--- src/rtl/split_search_driver.sv ---
// Pseudo-random candidate generator driving a combinational split constraint checker.
// Optional `SPLIT_DRV_CONTINUE_EN: count every hit and keep searching until the budget runs out.
module split_search_driver #(
  parameter int unsigned VEC_W  = 779,
  parameter int unsigned LFSR_W = 64,
  parameter int unsigned CNT_W  = 32
) (
  input  logic               clk,
  input  logic               rst,
  input  logic               start,
  input  logic               seed_load,
  input  logic [LFSR_W-1:0]  seed,
  input  logic [CNT_W-1:0]   max_tries,
  input  logic               sat_in,
  output logic [VEC_W-1:0]   cand,
  output logic               busy,
  output logic               done,
  output logic               found,
  output logic [CNT_W-1:0]   tries,
`ifdef SPLIT_DRV_CONTINUE_EN
  output logic [CNT_W-1:0]   hit_cnt,
`endif
  output logic [VEC_W-1:0]   witness
);

  localparam int unsigned WORDS = (VEC_W + LFSR_W - 1) / LFSR_W;
  localparam int unsigned WC_W  = $clog2(WORDS + 1);

  localparam logic [1:0] S_IDLE  = 2'd0;
  localparam logic [1:0] S_FILL  = 2'd1;
  localparam logic [1:0] S_CHECK = 2'd2;
  localparam logic [1:0] S_DONE  = 2'd3;

  // x^64+x^63+x^61+x^60+1 as a right-shifting Galois feedback mask
  localparam logic [LFSR_W-1:0] TAPS = LFSR_W'(64'hD800_0000_0000_0000);

  logic [1:0]        state, state_next;
  logic [LFSR_W-1:0] lfsr, lfsr_next;
  logic [CNT_W-1:0]  budget, budget_next;
  logic [WC_W-1:0]   wcnt, wcnt_next;
  logic [VEC_W-1:0]  cand_next, witness_next;
  logic [CNT_W-1:0]  tries_next, tries_inc;
  logic              found_next;
  logic              idle_like;
`ifdef SPLIT_DRV_CONTINUE_EN
  logic [CNT_W-1:0]  hit_next;
`endif

  function automatic logic [LFSR_W-1:0] lfsr_step(input logic [LFSR_W-1:0] v);
    return (v >> 1) ^ ({LFSR_W{v[0]}} & TAPS);
  endfunction

  // State register and all registered outputs; busy/done follow the state one cycle late
  always_ff @(posedge clk or posedge rst) begin
    if (rst) begin
      state   <= S_IDLE;
      lfsr    <= LFSR_W'(1);
      budget  <= '0;
      wcnt    <= '0;
      cand    <= '0;
      witness <= '0;
      tries   <= '0;
      found   <= 1'b0;
      busy    <= 1'b0;
      done    <= 1'b0;
`ifdef SPLIT_DRV_CONTINUE_EN
      hit_cnt <= '0;
`endif
    end else begin
      state   <= state_next;
      lfsr    <= lfsr_next;
      budget  <= budget_next;
      wcnt    <= wcnt_next;
      cand    <= cand_next;
      witness <= witness_next;
      tries   <= tries_next;
      found   <= found_next;
      busy    <= (state == S_FILL) || (state == S_CHECK);
      done    <= (state == S_DONE);
`ifdef SPLIT_DRV_CONTINUE_EN
      hit_cnt <= hit_next;
`endif
    end
  end

  // Next-state and datapath
  always_comb begin
    state_next   = state;
    lfsr_next    = lfsr;
    budget_next  = budget;
    wcnt_next    = wcnt;
    cand_next    = cand;
    witness_next = witness;
    tries_next   = tries;
    found_next   = found;
`ifdef SPLIT_DRV_CONTINUE_EN
    hit_next     = hit_cnt;
`endif
    idle_like = ((state == S_IDLE) || (state == S_DONE)) && !busy;
    tries_inc = (&tries) ? tries : tries + CNT_W'(1);

    // A seed loaded alongside start is the one the new run uses
    if (idle_like && seed_load)
      lfsr_next = (seed == '0) ? LFSR_W'(1) : seed;

    case (state)
      S_IDLE, S_DONE: begin
        if (idle_like && start) begin
          tries_next   = '0;
          found_next   = 1'b0;
          witness_next = '0;
          budget_next  = max_tries;
          wcnt_next    = '0;
`ifdef SPLIT_DRV_CONTINUE_EN
          hit_next     = '0;
`endif
          state_next   = (max_tries == '0) ? S_DONE : S_FILL;
        end
      end
      S_FILL: begin
        // Current LFSR word enters at the top; oldest bits fall off the bottom
        cand_next = {lfsr, cand[VEC_W-1:LFSR_W]};
        lfsr_next = lfsr_step(lfsr);
        if (wcnt == WC_W'(WORDS - 1)) begin
          wcnt_next  = '0;
          state_next = S_CHECK;
        end else begin
          wcnt_next = wcnt + WC_W'(1);
        end
      end
      S_CHECK: begin
        tries_next = tries_inc;
`ifdef SPLIT_DRV_CONTINUE_EN
        if (sat_in) begin
          if (!(&hit_cnt)) hit_next = hit_cnt + CNT_W'(1);
          if (!found) begin
            witness_next = cand;
            found_next   = 1'b1;
          end
        end
        state_next = (tries_inc == budget) ? S_DONE : S_FILL;
`else
        if (sat_in) begin
          witness_next = cand;
          found_next   = 1'b1;
          state_next   = S_DONE;
        end else if (tries_inc == budget) begin
          state_next = S_DONE;
        end else begin
          state_next = S_FILL;
        end
`endif
      end
      default: state_next = S_IDLE;
    endcase
  end

endmodule

--- config.mk ---
export PLATFORM = sky130hd
export DESIGN_NAME = split_search_driver
export DESIGN_NICKNAME = d
export VERILOG_FILES = /design/src/rtl/split_search_driver.sv
export SDC_FILE = /design/constraint.sdc
export NUM_CORES = 2
export LEC_CHECK = 0
export CAP_MARGIN = 20
export CELL_PAD_IN_SITES_DETAIL_PLACEMENT = 0
export CELL_PAD_IN_SITES_GLOBAL_PLACEMENT = 1
export CORE_AREA = 4 4 662 664
export CTS_BUF_LIST = sky130_fd_sc_hd__clkbuf_8
export DETAILED_ROUTE_END_ITERATION = 10
export DIE_AREA = 0 0 666 668
export GPL_TIMING_DRIVEN = 0
export HOLD_SLACK_MARGIN = 0.02
export PLACE_DENSITY = 0.46
export SLEW_MARGIN = 20
export SYNTH_ARGS = -nofsm -noshare
export SYNTH_HDL_FRONTEND = slang
export SYNTH_SLANG_ARGS = --single-unit
--- constraint.sdc ---
create_clock -name clk -period 98.2 [get_ports clk]
set_clock_uncertainty 0.15 [all_clocks]
set_input_delay 19.64 -clock clk [delete_from_list [all_inputs] [get_ports clk]]
set_output_delay 19.64 -clock clk [all_outputs]
set_load 0.01 [all_outputs]
==> metrics.txt <==
status=completed; die height=668 um; initial antenna violation count=49; synthesis-stage register bit count=1695; Synth Cell Area=0.0631 mm^2; WL final=436000 um; main flop type after synthesis=dfrtp_1; top post-synthesis cells by area=dfrtp_1 (67%), mux2_2 (14%), a22o_1 (11%), clkbuf_1 (1.7%), a222oi_1 (0.98%); met1 Resource Use GR=21.9%; Worst-path clk slew=0.06 ns; Num CTS Buffers=339; IO Pins=1694; Async S/R FF share, synth=100%; Post-synth EDFFs=0; hold-fix buffers at CTS=0; DR vias=49503; number of remaining DRC errors=0; PortBufs=1693; area grow syn2layout=51.2%; vias in the first global route=51248; antenna viol nets, final=0; met3 Use GR=4.61%; worst slew pin tran=1.07 ns; global-route wire length before repair=557000 um; crit path time final=23.23 ns; CP startpoint kind=input pin; Synth top area share=67.1%; Max Freq=43.1 MHz; net total in the final layout=6347; CTS tree=yes; Max H-tree Level=5; GRT Max-Usage Layer=met2; Syn Nets=4276; Synth warnings=0; Cells after Synth=4168; WS Path Type=in2reg; Max IR drop VDD=0.0223 mV; RD Place Congestion=0.892; share of post-route cells with drive strength above 1=21.8%; GRT Overall Usage=18.8%; clock buffer depth=4; pwr/cell area=41.1 mW/mm^2; CTS root buffer=clkbuf_8; Hold WS=0.351 ns; DP Worst Slack=73.63 ns; Die Wd=666 um; die area=0.445 mm^2; Setup TNS Final=0 ns; post-synth cell types=62; Post CTS Setup Buffer Count=0; Slew Limit Fails=0; Post-Layout Cell Count=12259; endpoints failing setup=0; WP data required=99.01 ns; Skew-Pair Late Insertion Delay=1.04 ns; crit path max fanout=10; Final HPWL DP=357000 um; Clock Sinks=1695; min-delay worst type=reg2reg; largest net degree at the start of global routing=100; Tcrit/Tclk final=23.7%; starting density of the core=14.6%; total core area=0.433 mm^2; LEAKAGE=41.6 nW; placed cells=11632; Via density=4.04; MaxCap Viol Count=0; leading area contributor after synthesis=dfrtp_1; Final WS setup=74.97 ns; Starting DRT DRC Count=3724; Filler cells=46106; # resized after CTS=0; worst path arrival time=24.04 ns; remaining global-route overflow=0; final hold violation count=0; RSZ-0062 raised after global routing=false; DRT Pass-1 Iters=8; Max transition margin=27.8%; FP Rows=242; part of the Yosys area used for sequential elements=67.2%; M2 GR Usage=33.8%; wire per inst=35.5 um; synthesized area per cell=15.1 um^2; Worst setup EP type=flop
==> cells in the final DEF, fill, tap and decap left out, types with 16 or more instances in the layout <==
cell type and count:
a21oi_1 23, a222oi_1 62, a22o_1 781, and3_1 16, buf_16 26, clkbuf_1 255, clkbuf_2 34, clkbuf_8 430
clkdlybuf4s50_1 1693, clkinv_2 34, dfrtp_1 1694, inv_1 187, mux2_2 811, nand2_1 72, nand3_1 26, nand4_1 19
nor2_1 26, nor4_1 27, o21ai_0 58, xnor2_1 25, xor2_1 22
==> registers in the layout, indices dropped and copies added, names as in the netlist <==
signal and count:
busy 1, wcnt 4, budget 32, lfsr 64, cand 779, tries 32
done 1, witness 779, found 1, state 2
==> synth_stat cells (all sizes together) (2+ instances only) <==
cell and number:
o2111ai 3, o31a 2, o22ai 2, dfrtp 1694
nor2 27, a2111oi 6, nor2b 2, xor2 22
o211ai 2, o41ai 6, a22oi 4, a22o 781
a21oi 23, nand2 73, a31oi 10, and4 9
nand2b 4, clkbuf 294, inv 78, or4 2
a21o 3, a222oi 62, nand4 20, and2 5
ha 7, xnor2 25, mux2 811, buf 21
nor4 32, o21ai 59, nand3 26, and3 16
o31ai 12, nor3 8
==> layout make-up <==
type | count | area [um^2] | area share, %
inverters | 78 | 300 | 0.315
multi-input cells | 2080 | 19200 | 20.2
clock inverters | 182 | 1230 | 1.29
repair buffers | 1730 | 17800 | 18.7
plain buffers | 315 | 1280 | 1.34
diodes | 15 | 37.5 | 0.0393
well taps | 5734 | 7170 | 7.52
clock buffers | 430 | 5920 | 6.20
flip-flops and latches | 1695 | 42400 | 44.4
==> report_power, final <==
part,switching (W),leakage (nW),internal (W)
logic,0.000922,14.8,0.000778
registers,0.000467,22.7,0.000972
clock network,0.000351,4.08,0.000427
total,0.00174,41.6,0.00218
==> layer usage <==
| layer | wire length [um] | share of wire, % |
|---|---|---|
| met5 | 44 | 0.010 |
| met4 | 14900 | 3.4 |
| met3 | 27400 | 6.3 |
| met2 | 224000 | 51 |
| met1 | 170000 | 39 |
==> critical path: stages <==
cell             delay, ns
clkdlybuf4s50_1       0.64
inv_1                 0.07
o21ai_1               0.46
and3_1                0.24
clkbuf_1              0.62
clkbuf_4              0.68
clkbuf_4              0.64
clkbuf_1              0.73
a22o_1                0.24
==> cell families after synthesis <==
group | synth area share [%]
mux | 14.5
fa+ha+maj | 0.139
buf+inv | 2.40
xor+xnor | 0.652
flops | 67.2
compound gates | 13.2
simple gates | 1.92
==> path summary, 6_finish.rpt <==
path	start	endpoint	cells past startpoint	slack (ns)
max	start	witness[718]$_DFFE_PP0P_	9	74.97
min	lfsr[42]$_DFFE_PP0P_	lfsr[41]$_DFFE_PP0P_	2	0.35
max reg2reg	state[0]$_DFFE_PP0P_	witness[718]$_DFFE_PP0P_	9	93.52
min reg2reg	lfsr[42]$_DFFE_PP0P_	lfsr[41]$_DFFE_PP0P_	2	0.35
max in group asynchronous	rst	witness[481]$_DFFE_PP0P_	9	75.33
min in group asynchronous	rst	cand[197]$_DFFE_PP0P_	2	18.89
==> stage by stage <==
| stage | total power, W | area [um^2] | utilization, % |
|---|---|---|---|
| final | 0.00392 | 95400 | 22.0 |
| after detailed placement | 0.00321 | 88300 | 20.4 |
| after CTS | 0.00402 | 95400 | 22.0 |
| after global placement | 0.00318 | 87300 | 20.2 |
| after global routing | 0.00410 | 95400 | 22.0 |
| after floorplan | 0.00186 | 63100 | - |
(Power assumes the default switching activity.)
